[config.mk]
export PLATFORM = sky130hd
export DESIGN_NAME = pattern_gen_ps
export DESIGN_NICKNAME = d
export VERILOG_FILES = /design/src/rtl/pattern_gen_ps.sv
export SDC_FILE = /design/constraint.sdc
export NUM_CORES = 1
export LEC_CHECK = 0
export CORE_MARGIN = 4
export CORE_UTILIZATION = 45
export DETAILED_ROUTE_END_ITERATION = 8
export PLACE_DENSITY_LB_ADDON = 0.15
export SLEW_MARGIN = 30
export SYNTH_ARGS = -nofsm -noshare
export SYNTH_HDL_FRONTEND = slang
export SYNTH_SLANG_ARGS = --single-unit
[constraint.sdc]
create_clock -name CLOCK -period 7.21 [get_ports CLOCK]
set_input_delay 1.8025 -clock CLOCK [delete_from_list [all_inputs] [get_ports CLOCK]]
set_output_delay 1.8025 -clock CLOCK [all_outputs]
set_load 0.005 [all_outputs]
[src/rtl/pattern_gen_ps.sv]
// Word-pattern generator feeding a parallel-to-serial converter: one WIDTH-bit word plus a
// load strobe every PERIOD clocks. Optional LFSR mode is compiled in with PATGEN_PRBS_EN.
module pattern_gen_ps #(
    parameter int               WIDTH  = 10,
    parameter int               PERIOD = 11,
    parameter logic [WIDTH-1:0] TAPS   = 10'b1001000000,
    parameter int               CW     = 16
) (
    input  logic             CLOCK,
    input  logic             RESET,
    input  logic             ENABLE,
    input  logic [1:0]       MODE,
    input  logic [WIDTH-1:0] SEED,
    input  logic             SAT,
    input  logic [CW-1:0]    COUNT_LIMIT,
    output logic [WIDTH-1:0] D,
    output logic             LOADS,
    output logic             IS,
    output logic             DONE,
    output logic [CW-1:0]    WCNT
);

    localparam int               PHW      = (PERIOD > 1) ? $clog2(PERIOD) : 1;
    localparam logic [PHW-1:0]   PH_LAST  = PHW'(PERIOD - 1);
    localparam logic [PHW-1:0]   PH_ONE   = PHW'(1);
    localparam logic [WIDTH-1:0] ALL_ONES = {WIDTH{1'b1}};
    localparam logic [WIDTH-1:0] W_ONE    = WIDTH'(1);
    localparam logic [CW-1:0]    CW_ONE   = CW'(1);

    localparam logic [1:0] MODE_INC  = 2'b00;
    localparam logic [1:0] MODE_PRBS = 2'b01;
    localparam logic [1:0] MODE_WALK = 2'b10;

    generate
        if (WIDTH < 2 || PERIOD < 2 || PERIOD > 1024 || TAPS[WIDTH-1] == 1'b0) begin : g_bad_cfg
            $error("pattern_gen_ps: illegal parameter set");
        end
    endgenerate

    typedef enum logic [1:0] {
        S_IDLE = 2'b00,
        S_RUN  = 2'b01,
        S_DONE = 2'b10
    } state_t;

    // First word of a run; an all-zero seed would lock up the LFSR and the walking one.
    function automatic logic [WIDTH-1:0] first_word(input logic [1:0]       mode,
                                                    input logic [WIDTH-1:0] seed);
        logic [WIDTH-1:0] w;
        w = seed;
        case (mode)
`ifdef PATGEN_PRBS_EN
            MODE_PRBS: begin
                if (seed == {WIDTH{1'b0}}) w = ALL_ONES;
                else                       w = seed;
            end
`endif
            MODE_WALK: begin
                if (seed == {WIDTH{1'b0}}) w = W_ONE;
                else                       w = seed;
            end
            default: w = seed;
        endcase
        return w;
    endfunction

    function automatic logic [WIDTH-1:0] next_word(input logic [WIDTH-1:0] d,
                                                   input logic [1:0]       mode,
                                                   input logic             sat);
        logic [WIDTH-1:0] n;
        n = d;
        case (mode)
            MODE_INC: begin
                if (sat && d == ALL_ONES) n = d;
                else                      n = d + W_ONE;
            end
`ifdef PATGEN_PRBS_EN
            MODE_PRBS: n = {d[WIDTH-2:0], ^(d & TAPS)};
`endif
            MODE_WALK: n = {d[WIDTH-2:0], d[WIDTH-1]};
            default:   n = d;
        endcase
        return n;
    endfunction

    state_t           r_state;
    logic [PHW-1:0]   r_ph;
    logic [1:0]       r_mode;
    logic             r_sat;
    logic [CW-1:0]    r_limit;
    logic [WIDTH-1:0] r_d;
    logic             r_loads;
    logic             r_is;
    logic             r_done;
    logic [CW-1:0]    r_wcnt;

    logic             w_word_end;
    logic             w_limit_hit;
    logic [WIDTH-1:0] w_next;
    logic [WIDTH-1:0] w_first;

    // Word-boundary decisions and next data word, from the latched run configuration.
    always_comb begin
        w_word_end  = (r_ph == PH_LAST);
        w_limit_hit = (r_limit != {CW{1'b0}}) && (r_wcnt == r_limit);
        w_next      = next_word(r_d, r_mode, r_sat);
        w_first     = first_word(MODE, SEED);
    end

    // Run-control FSM; every output is a register updated here.
    always_ff @(posedge CLOCK or posedge RESET) begin
        if (RESET) begin
            r_state <= S_IDLE;
            r_ph    <= {PHW{1'b0}};
            r_mode  <= 2'b00;
            r_sat   <= 1'b0;
            r_limit <= {CW{1'b0}};
            r_d     <= {WIDTH{1'b0}};
            r_loads <= 1'b0;
            r_is    <= 1'b1;
            r_done  <= 1'b0;
            r_wcnt  <= {CW{1'b0}};
        end else begin
            case (r_state)
                S_IDLE: begin
                    if (ENABLE) begin
                        r_state <= S_RUN;
                        r_mode  <= MODE;
                        r_sat   <= SAT;
                        r_limit <= COUNT_LIMIT;
                        r_d     <= w_first;
                        r_ph    <= {PHW{1'b0}};
                        r_loads <= 1'b1;
                        r_is    <= 1'b0;
                        r_wcnt  <= CW_ONE;
                    end else begin
                        r_loads <= 1'b0;
                    end
                end
                S_RUN: begin
                    if (!w_word_end) begin
                        r_ph    <= r_ph + PH_ONE;
                        r_loads <= 1'b0;
                    end else if (w_limit_hit) begin
                        r_state <= S_DONE;
                        r_is    <= 1'b1;
                        r_done  <= 1'b1;
                        r_loads <= 1'b0;
                    end else if (!ENABLE) begin
                        // Stop is only honoured here, so a word is never cut short.
                        r_state <= S_IDLE;
                        r_is    <= 1'b1;
                        r_loads <= 1'b0;
                    end else begin
                        r_ph    <= {PHW{1'b0}};
                        r_d     <= w_next;
                        r_loads <= 1'b1;
                        r_wcnt  <= r_wcnt + CW_ONE;
                    end
                end
                S_DONE: begin
                    r_loads <= 1'b0;
                    if (!ENABLE) begin
                        r_state <= S_IDLE;
                        r_done  <= 1'b0;
                    end else begin
                        r_done  <= 1'b1;
                    end
                end
                default: begin
                    r_state <= S_IDLE;
                    r_ph    <= {PHW{1'b0}};
                    r_loads <= 1'b0;
                    r_is    <= 1'b1;
                    r_done  <= 1'b0;
                end
            endcase
        end
    end

    assign D     = r_d;
    assign LOADS = r_loads;
    assign IS    = r_is;
    assign DONE  = r_done;
    assign WCNT  = r_wcnt;

endmodule

# Word-level counts from Yosys, hierarchy flattened
# Index checks and enable logic that the tools add are counted.
# totals
register_bits,54
inputBits,32
output_inout_bits,29
# classes
n_addsub,3
eq_ne,16
muxes,35
bitwise,2
reduce_logical,14
# ops
operator,count
$mux 10,7
$mux 16,4
$pmux 10 s2,2
$pmux 16 s2,1
$add 16x1->16 const B,1
$eq 16x16->1,1
$reduce_bool 16->1,1
$mux 4,3
$pmux 4 s3,1
$add 10x1->10 const B,1
$eq 10x10->1 const B,1
$logic_not 10->1,1
$ne 2x2->1 const B,5
$mux 1,9
$ne 3x3->1 const B,3
$mux 2,4
$reduce_and 7->1,1
$eq 2x2->1 const B,3
$pmux 1 s3,2
$pmux 2 s3,1
$reduce_and 2->1,3
$reduce_and 5->1,1
$add 4x1->4 const B,1
$eq 4x4->1 const B,1
other kinds (9),12

# Depth between registers and ports, before layout
# Gate-level depths: netlist of the first run.
# depth
ltp_word,8
ltp_mapped,10
mapped_depth_nobuf,8

# Worst setup path after synthesis of the first run
# No wires, ideal clock.
# synth_path
path_type,input to register
from,input ENABLE
to,"register r_d[1], in the netlist D[1]"
setup_time_ns,0.125
t_arrival_ns,3.070
required_ns,7.085
setup_slack_ns,4.015
cell_stages,6
path_buffers,2
path_cell_list,clkbuf_1 nand2_1 nor2_1 or2_1 buf_6 mux2_4
# synth_via
elab_chain_len,2
elab_cells_between_ends,3
classes_between,eq/ne (2); reduce/logical (1)
# synth_lines
element,line_no,source
from (decl),11,"input logic ENABLE,"
$ne 2x2->1 (no line),-,
$reduce_and 7->1 (no line) (*),-,
to (signal assigned),118,r_d <= {WIDTH{1'b0}};
to (signal assigned),131,r_d <= w_first;
to (signal assigned),156,r_d <= w_next;
to (decl),91,logic [WIDTH-1:0] r_d;
# Mark *: on every way between the ends. The rest lies on a longest branch, timed or not.
# A chain may end at the register's enable or synchronous reset.

# Final worst setup path of the first run
# layout_path
from,input ENABLE
to,"register r_d[9], in the netlist D[9]"
# The elaborated chain is that of the path after synthesis.

==> results of run 1 <==
layout make-up:
cell class / count / share of cell area
clock buffers: 6 / 0.0201
clock inverters: 2 / 0.00305
inverters: 8 / 0.00732
multi-input cells: 267 / 0.458
flip-flops and latches: 54 / 0.330
well taps: 99 / 0.0302
repair buffers: 63 / 0.152
power by group:
part           internal (mW)  leakage (nW)  total (mW)  switching (mW)
Clock                 0.0775        0.0472       0.181           0.103
Sequential             0.412         0.678       0.562           0.150
Combinational          0.329         0.922       0.617           0.288
flip-flops by register name, summed over array words and instances, names as in the netlist, 2 cells and up:
signal / flops
WCNT: 16
r_limit: 16
D: 10
r_ph: 4
r_mode: 2
r_state: 2
final timing paths:
kind                               to  slack [ps]
setup / recovery                 D[9]        3260
hold / removal                  r_sat         520
setup reg to reg                 D[9]        4360
hold reg to reg                 r_sat         520
max in group asynchronous  r_limit[7]        4780
min in group asynchronous     WCNT[7]        1980
cells in the final DEF, fill, tap and decap left out, drive strengths merged, types with 2 or more instances in the layout:
cell,netlist,final
o211ai,5,5
a31oi,4,4
nand3,14,14
o21a,2,2
nor3,6,6
mux2i,3,3
o41ai,2,2
or3,9,9
o31ai,7,7
nand2,31,31
o21ai,19,19
or4,5,5
nand3b,4,4
nand4,10,10
o311ai,2,2
nor2b,3,3
buf,8,3
and3,8,8
a211oi,2,2
nand2b,5,5
a22oi,2,2
xor2,8,8
o221ai,2,2
clkdlybuf4s50,0,60
a21oi,24,24
and4,2,2
mux2,26,26
nor4,8,8
clkbuf,12,6
dfrtp,53,53
inv,8,8
a41o,2,2
ha,8,8
and4b,2,2
xnor2,9,9
nor2,18,18
per-stage QoR:
stage          utilization  total power [mW]  setup WS, ps  hold WS [ps]  std cells
2_1_floorplan            -             0.973          4020           480        349
3_3_place_gp         0.552              1.17          2750           499        491
3_5_place_dp         0.552              1.18          2730           504        491
4_1_cts              0.565              1.36          3060           528        499
5_1_grt              0.566              1.47          3140           542        499
6_report             0.566              1.36          3260           523        499
kinds of logic (layout without fill, tap and decap cells):
logic type / Yosys count / count (layout) / share of synthesized area
and+or+nand+nor: 130 / 130 / 0.222
buffers and inverters: 28 / 79 / 0.0373
DFF: 54 / 54 / 0.403
xor gates and xnor gates: 17 / 17 / 0.0444
AOI/OAI and AO/OA: 83 / 83 / 0.161
muxes: 29 / 29 / 0.102
adders and majority gates: 8 / 8 / 0.0298
routing by layer:
layer / global-route usage / vias up / wire length [um]
li1: - / 1410 / -
met1: 0.286 / 1394 / 4120
met2: 0.301 / 82 / 3760
met3: 0.0398 / 10 / 499
met4: 0.0602 / 0 / 121
met5: 0 / - / 0
==> flow_summary.ini, run 1 <==
[final_layout]
antenna-diode-count = 0
design_area_mm2 = 0.00410
drive_above_1_share = 0.133
multiInputGateArea_mm2 = 0.00188
nFillCells = 659
seqCellArea_mm2 = 0.00135
num-nets-final = 439
area_delta_synth_final_pct = 22.3

[timing]
hold_viol_final = 0
fmax_mhz = 253
slew_violations = 0
finalCritPeriodShare = 0.547
tightestPinTransition_ps = 671
skew_ps = 13.1
grt_setup_unrepaired = no
fin_crit_ps = 3950
maxSlewHeadroom = 0.553
fin_tns_setup_ps = 0
finalSetupViolations = 0

[hold_path]
hold_class = reg -> reg
whs_path_depth = 1
hp-start = r_sat

[clock_tree]
post-cts-setup-buffers = 0
numCtsBuffers = 5
clkSinkCount = 54
cts_max_path_buffers = 2
htree_levels = 2
cts_tree = built
hold_buffers = 0
worstSkewPairLatency_ps = 310
clk_transition_reported_paths_ps = 100
cts-root-buf = clkbuf_8
ctsResizeCount = 0

[synth]
ys_top_cells_by_count = dfrtp_1, nand2_1, a21oi_1
synth_flop_cell = dfrtp_1
async_flop_share = 1.00
synth_area_leaders = dfrtp_1, mux2_2, nand2_1, a21oi_1, ha_1
synth_enable_flop_cells = 0
yosysMostFrequentCell = dfrtp_1
ys_seq_elements = 54
yosysSeqAreaShare = 0.403
avgSynthCellArea_um2 = 9.61
syn_area_mm2 = 0.00335
synth_fp_nets = 389
synth_top_area_cell = dfrtp_1
syn_inst = 349
yosysWarningCount = 0
synth_cell_types = 59
synth_top_area_frac = 0.395

[grt]
grt_usage = 0.198
grt-ovfl-total = 0
grt_pass1_vias = 2754
antenna_found_initial = 0
grt_max_degree = 55
grt_pass1_wl_um = 13900

[routing]
drt_iter0_drc = 134
routedWlPerCell_um = 17.0
ant_nets = 0
viasPerCell = 5.80
drt_wl_total_um = 8490
drc = 0
firstDrtPassIters = 4
vias = 2896

[worst_setup_path]
crit_arrival_ps = 4140
cp_num_buf_inv = 1
required_ps = 7400
crit_type = in -> reg
crit_family = simple AND/OR/NAND/NOR gates
crit_start = ENABLE
crit_cells = 6
r2r-start = r_state[0]
start_kind = input port
r2r_cells = 8
end_kind = flop
slowest_stage = clkdlybuf4s50_1
critPathMaxStageDelay_ps = 710
worst-path-max-fanout = 11
cp_cell_sequence = clkdlybuf4s50_1 -> o21ai_2 -> or3_4 -> a21oi_2 -> or2_1 -> mux2_4

[floorplanning]
dieWidth_um = 94.3
num_rows = 31
die_h_um = 94.3
die-area_mm2 = 0.00890
start_util = 0.462
core-area_mm2 = 0.00725
io_pins = 61

[power_and_ir_drop]
p_leak_nw = 1.65
powerDensity_mw_per_mm2 = 331
peakVddDrop_v = 0.000154

[outcome]
status = finished clean

[place]
placed_area_mm2 = 0.00401
hpwl_um = 6230
place_congestion = 0.831
io_buffers = 60

[flow_run]
drv_cap = 0
Note: power is estimated with default switching activity, not from simulation.
==> run 2, diff against run 1 <==
- clock period: 7.21 -> 3.9 ns (I/O delays scaled with it)
==> run 2 against run 1 <==
  * Hold slack gained 24 ps
  * Via count grew 2.3%
  * Routed wire length grew 1.6%
  * Largest power group unchanged
  * Sequential share of layout area grew 0.060 points
==> flow_summary.ini, run 2 (synthesis gave the netlist of run 1 again) <==
[outcome]
status = finished clean

[floorplanning]
num_rows = 31
dieWidth_um = 94.3
io_pins = 61
die_h_um = 94.3
die-area_mm2 = 0.00890
start_util = 0.462
core-area_mm2 = 0.00725

[routing]
firstDrtPassIters = 4
vias = 2964
viasPerCell = 5.94
drt_iter0_drc = 146
drc = 0
routedWlPerCell_um = 17.3
drt_wl_total_um = 8630
ant_nets = 0

[power_and_ir_drop]
p_leak_nw = 1.65
peakVddDrop_v = 0.000300
powerDensity_mw_per_mm2 = 614

[clock_tree]
post-cts-setup-buffers = 0
ctsResizeCount = 0
worstSkewPairLatency_ps = 310
cts_max_path_buffers = 2
cts-root-buf = clkbuf_8
numCtsBuffers = 5
hold_buffers = 0
cts_tree = built
clk_transition_reported_paths_ps = 100
htree_levels = 2
clkSinkCount = 54

[grt]
grt_pass1_wl_um = 14100
grt_max_degree = 29
grt-ovfl-total = 0
antenna_found_initial = 0
grt_usage = 0.200
grt_pass1_vias = 2734

[place]
hpwl_um = 6380
place_congestion = 0.852
io_buffers = 60

[final_layout]
nFillCells = 675
most-common-layout-cells = clkdlybuf4s50_1, dfrtp_1, nand2_1
num-nets-final = 440
area_delta_synth_final_pct = 22.1
final_common_cell = clkdlybuf4s50_1
drive_above_1_share = 0.130
antenna-diode-count = 0

[worst_setup_path]
r2r-start = r_state[0]
required_ps = 4100
timing.rr.end = D[9]
end_kind = flop
r2r_cells = 8
crit_arrival_ps = 3320
worst-path-max-fanout = 11
rrSetupSlack_ps = 1060
crit_type = in -> reg
start_kind = input port

[hold_path]
hp-start = IS
whs_path_depth = 2
hold_class = reg -> reg
hold_path_end = IS

[timing]
hold_viol_final = 0
fmax_mhz = 321
slew_violations = 0
finalCritPeriodShare = 0.798
fin_crit_ps = 3110
finalSetupViolations = 0
grt_setup_unrepaired = no
maxSlewHeadroom = 0.590
skew_ps = 6.96
fin_tns_setup_ps = 0
hold_slack_ps = 547
tightestPinTransition_ps = 614

[flow_run]
drv_cap = 0
## run 2: layout make-up
type	count	area [um2]	share of cell area
Multi-Input combinational cell	267	1880	0.458
Clock buffer	5	68.8	0.0168
Tap cell	99	124	0.0302
Clock inverter	2	13.8	0.00336
Inverter	8	30.0	0.00733
Timing Repair Buffer	64	631	0.154
Sequential cell	54	1350	0.330
## run 2: worst max-delay path: stages
cell and delay (ps):
clkdlybuf4s50_1 730, o21ai_2 230, or3_4 450, a21oi_2 240, or2_1 360, mux2_4 340
## run 2: power breakdown
part           internal [mW]  leakage (nW)  switching (mW)
sequential             0.761         0.678           0.288
combinational          0.612         0.926           0.538
clock                  0.125        0.0444           0.193
total                   1.50          1.65            1.02
## run 2: how the worst max path moves through the flow
stage               cells after the start   end  slack, ps   start
finish                                  6  D[9]        790  ENABLE
detailed placement                      6  D[9]        500  ENABLE
global route                            6  D[9]        670  ENABLE
CTS                                     6  D[9]        830  ENABLE
global placement                        6  D[1]        570  ENABLE
floorplan                               6  D[1]       1530  ENABLE
## run 2: routing by layer
metal  track usage  share of wire
met3        0.0343          0.062
met1         0.282           0.47
met5             0              0
met4        0.0493          0.011
met2         0.320           0.46
## run 2: per-stage QoR
step | instance area [um2] | cells | power [mW] | util | setup WS, ps
detailed placement | 4010 | 492 | 2.20 | 0.553 | 495
floorplan | 3350 | 349 | 1.80 | - | 1530
global placement | 4010 | 492 | 2.17 | 0.553 | 568
CTS | 4100 | 499 | 2.53 | 0.565 | 826
finish | 4100 | 499 | 2.52 | 0.565 | 786
global route | 4100 | 499 | 2.71 | 0.565 | 670
==> run 3, diff against run 2 <==
- clock period: 3.9 -> 3.1 ns (I/O delays scaled with it)
==> run 3 against run 2 <==
  * Final area is 0.95% higher
  * Combinational power is 27% higher
  * Critical endpoint is now D[1]
  * Register-to-register slack worse by 660 ps
  * Die area stayed put
  * Clock power is 24% higher
==> flow_summary.ini, run 3 (synthesis gave the netlist of run 1 again) <==
[outcome]
status = finished clean

[clock_tree]
cts_tree = built
cts-root-buf = clkbuf_8
worstSkewPairLatency_ps = 320
clk_transition_reported_paths_ps = 90
cts_max_path_buffers = 2
numCtsBuffers = 5
post-cts-setup-buffers = 0
htree_levels = 2
clkSinkCount = 54
hold_buffers = 0
ctsResizeCount = 0

[timing]
finalSetupViolations = 0
skew_ps = 12.3
finalCritPeriodShare = 0.872
hold_viol_final = 0
tightestPinTransition_ps = 543
grt_setup_unrepaired = no
fin_crit_ps = 2700
fmax_mhz = 370
slew_violations = 0
fin_tns_setup_ps = 0
maxSlewHeadroom = 0.637
hold_slack_ps = 548

[place]
placed_area_mm2 = 0.00405
io_buffers = 60
hpwl_um = 6210
place_congestion = 0.830

[grt]
grt_usage = 0.199
antenna_found_initial = 0
grt_max_degree = 55
grt-ovfl-total = 0
grt_pass1_wl_um = 14000
grt_pass1_vias = 2751

[power_and_ir_drop]
powerDensity_mw_per_mm2 = 767
p_sw_frac = 0.400
internal-power_mw = 1.90
pwr-share-seq = 0.416
power_mw = 3.17
peakVddDrop_v = 0.000357
switching_power_mw = 1.27
pwr-share-clk = 0.124
combPwrFrac = 0.460
p_leak_nw = 1.67

[worst_setup_path]
required_ps = 3300
end_kind = flop
start_kind = flop
crit_arrival_ps = 2900
timing.rr.end = D[1]
rrSetupSlack_ps = 400
worst-path-max-fanout = 9
r2r-start = r_state[0]
crit_type = reg -> reg
r2r_cells = 8

[routing]
vias = 2941
drt_iter0_drc = 170
drt_wl_total_um = 8550
routedWlPerCell_um = 17.0
firstDrtPassIters = 5
ant_nets = 0
viasPerCell = 5.85
drc = 0

[final_layout]
nFillCells = 684
antenna-diode-count = 0
multiInputGateArea_mm2 = 0.00188
design_area_mm2 = 0.00414
fin_util = 0.570
area_delta_synth_final_pct = 23.3
drive_above_1_share = 0.136
final_common_cell = clkdlybuf4s50_1
most-common-layout-cells = clkdlybuf4s50_1, dfrtp_1, nand2_1
seqCellArea_mm2 = 0.00135
num-nets-final = 443

[floorplanning]
die-area_mm2 = 0.00890
dieWidth_um = 94.3
num_rows = 31
die_h_um = 94.3
start_util = 0.462
io_pins = 61
core-area_mm2 = 0.00725

[hold_path]
whs_path_depth = 2
hold_path_end = IS
hold_class = reg -> reg
hp-start = IS

[flow_run]
drv_cap = 0
[run 3: layer usage]
metal | GRT usage | vias up | share of wire
met1 | 0.289 | 1412 | 0.47
met4 | 0.0674 | 0 | 0.017
met3 | 0.0311 | 15 | 0.060
li1 | - | 1411 | -
met5 | 0 | - | 0
met2 | 0.303 | 103 | 0.46
[run 3: layout make-up]
cell class / count / area share
inverters: 8 / 0.00726
multi-input cells: 267 / 0.454
repair buffers: 67 / 0.161
flip-flops and latches: 54 / 0.327
well taps: 99 / 0.0300
clock buffers: 6 / 0.0175
clock inverters: 2 / 0.00333
[run 3: worst max-delay path by stage]
stage / startpoint / endpoint / cells past startpoint
after floorplan: r_state[0] / D[1] / 10
after global placement: ENABLE / D[5] / 6
after detailed placement: ENABLE / D[2] / 6
after CTS: r_state[0] / D[5] / 8
after global routing: r_state[0] / D[2] / 8
final: r_state[0] / D[1] / 8
[run 3: power groups by stage]
stage	sequential (mW)	clock (mW)	combinational [mW]
after floorplan	1.21	0	1.05
after global placement	1.32	0	1.43
after detailed placement	1.33	0	1.46
after CTS	1.31	0.410	1.47
after global routing	1.36	0.439	1.61
final	1.32	0.395	1.46
[run 3: critical path: stages (launching register included)]
cell and delay, ps:
dfrtp_1 410, inv_1 150, ha_1 350, nor2b_1 240
o21ai_2 80, or3_4 390, a21oi_2 230, or2_1 400
mux2_4 330
[run 3: stage by stage]
step,cells,setup WS (ps)
6_report,503,396
5_1_grt,503,269
4_1_cts,503,392
3_5_place_dp,495,234
3_3_place_gp,495,297
2_1_floorplan,349,749
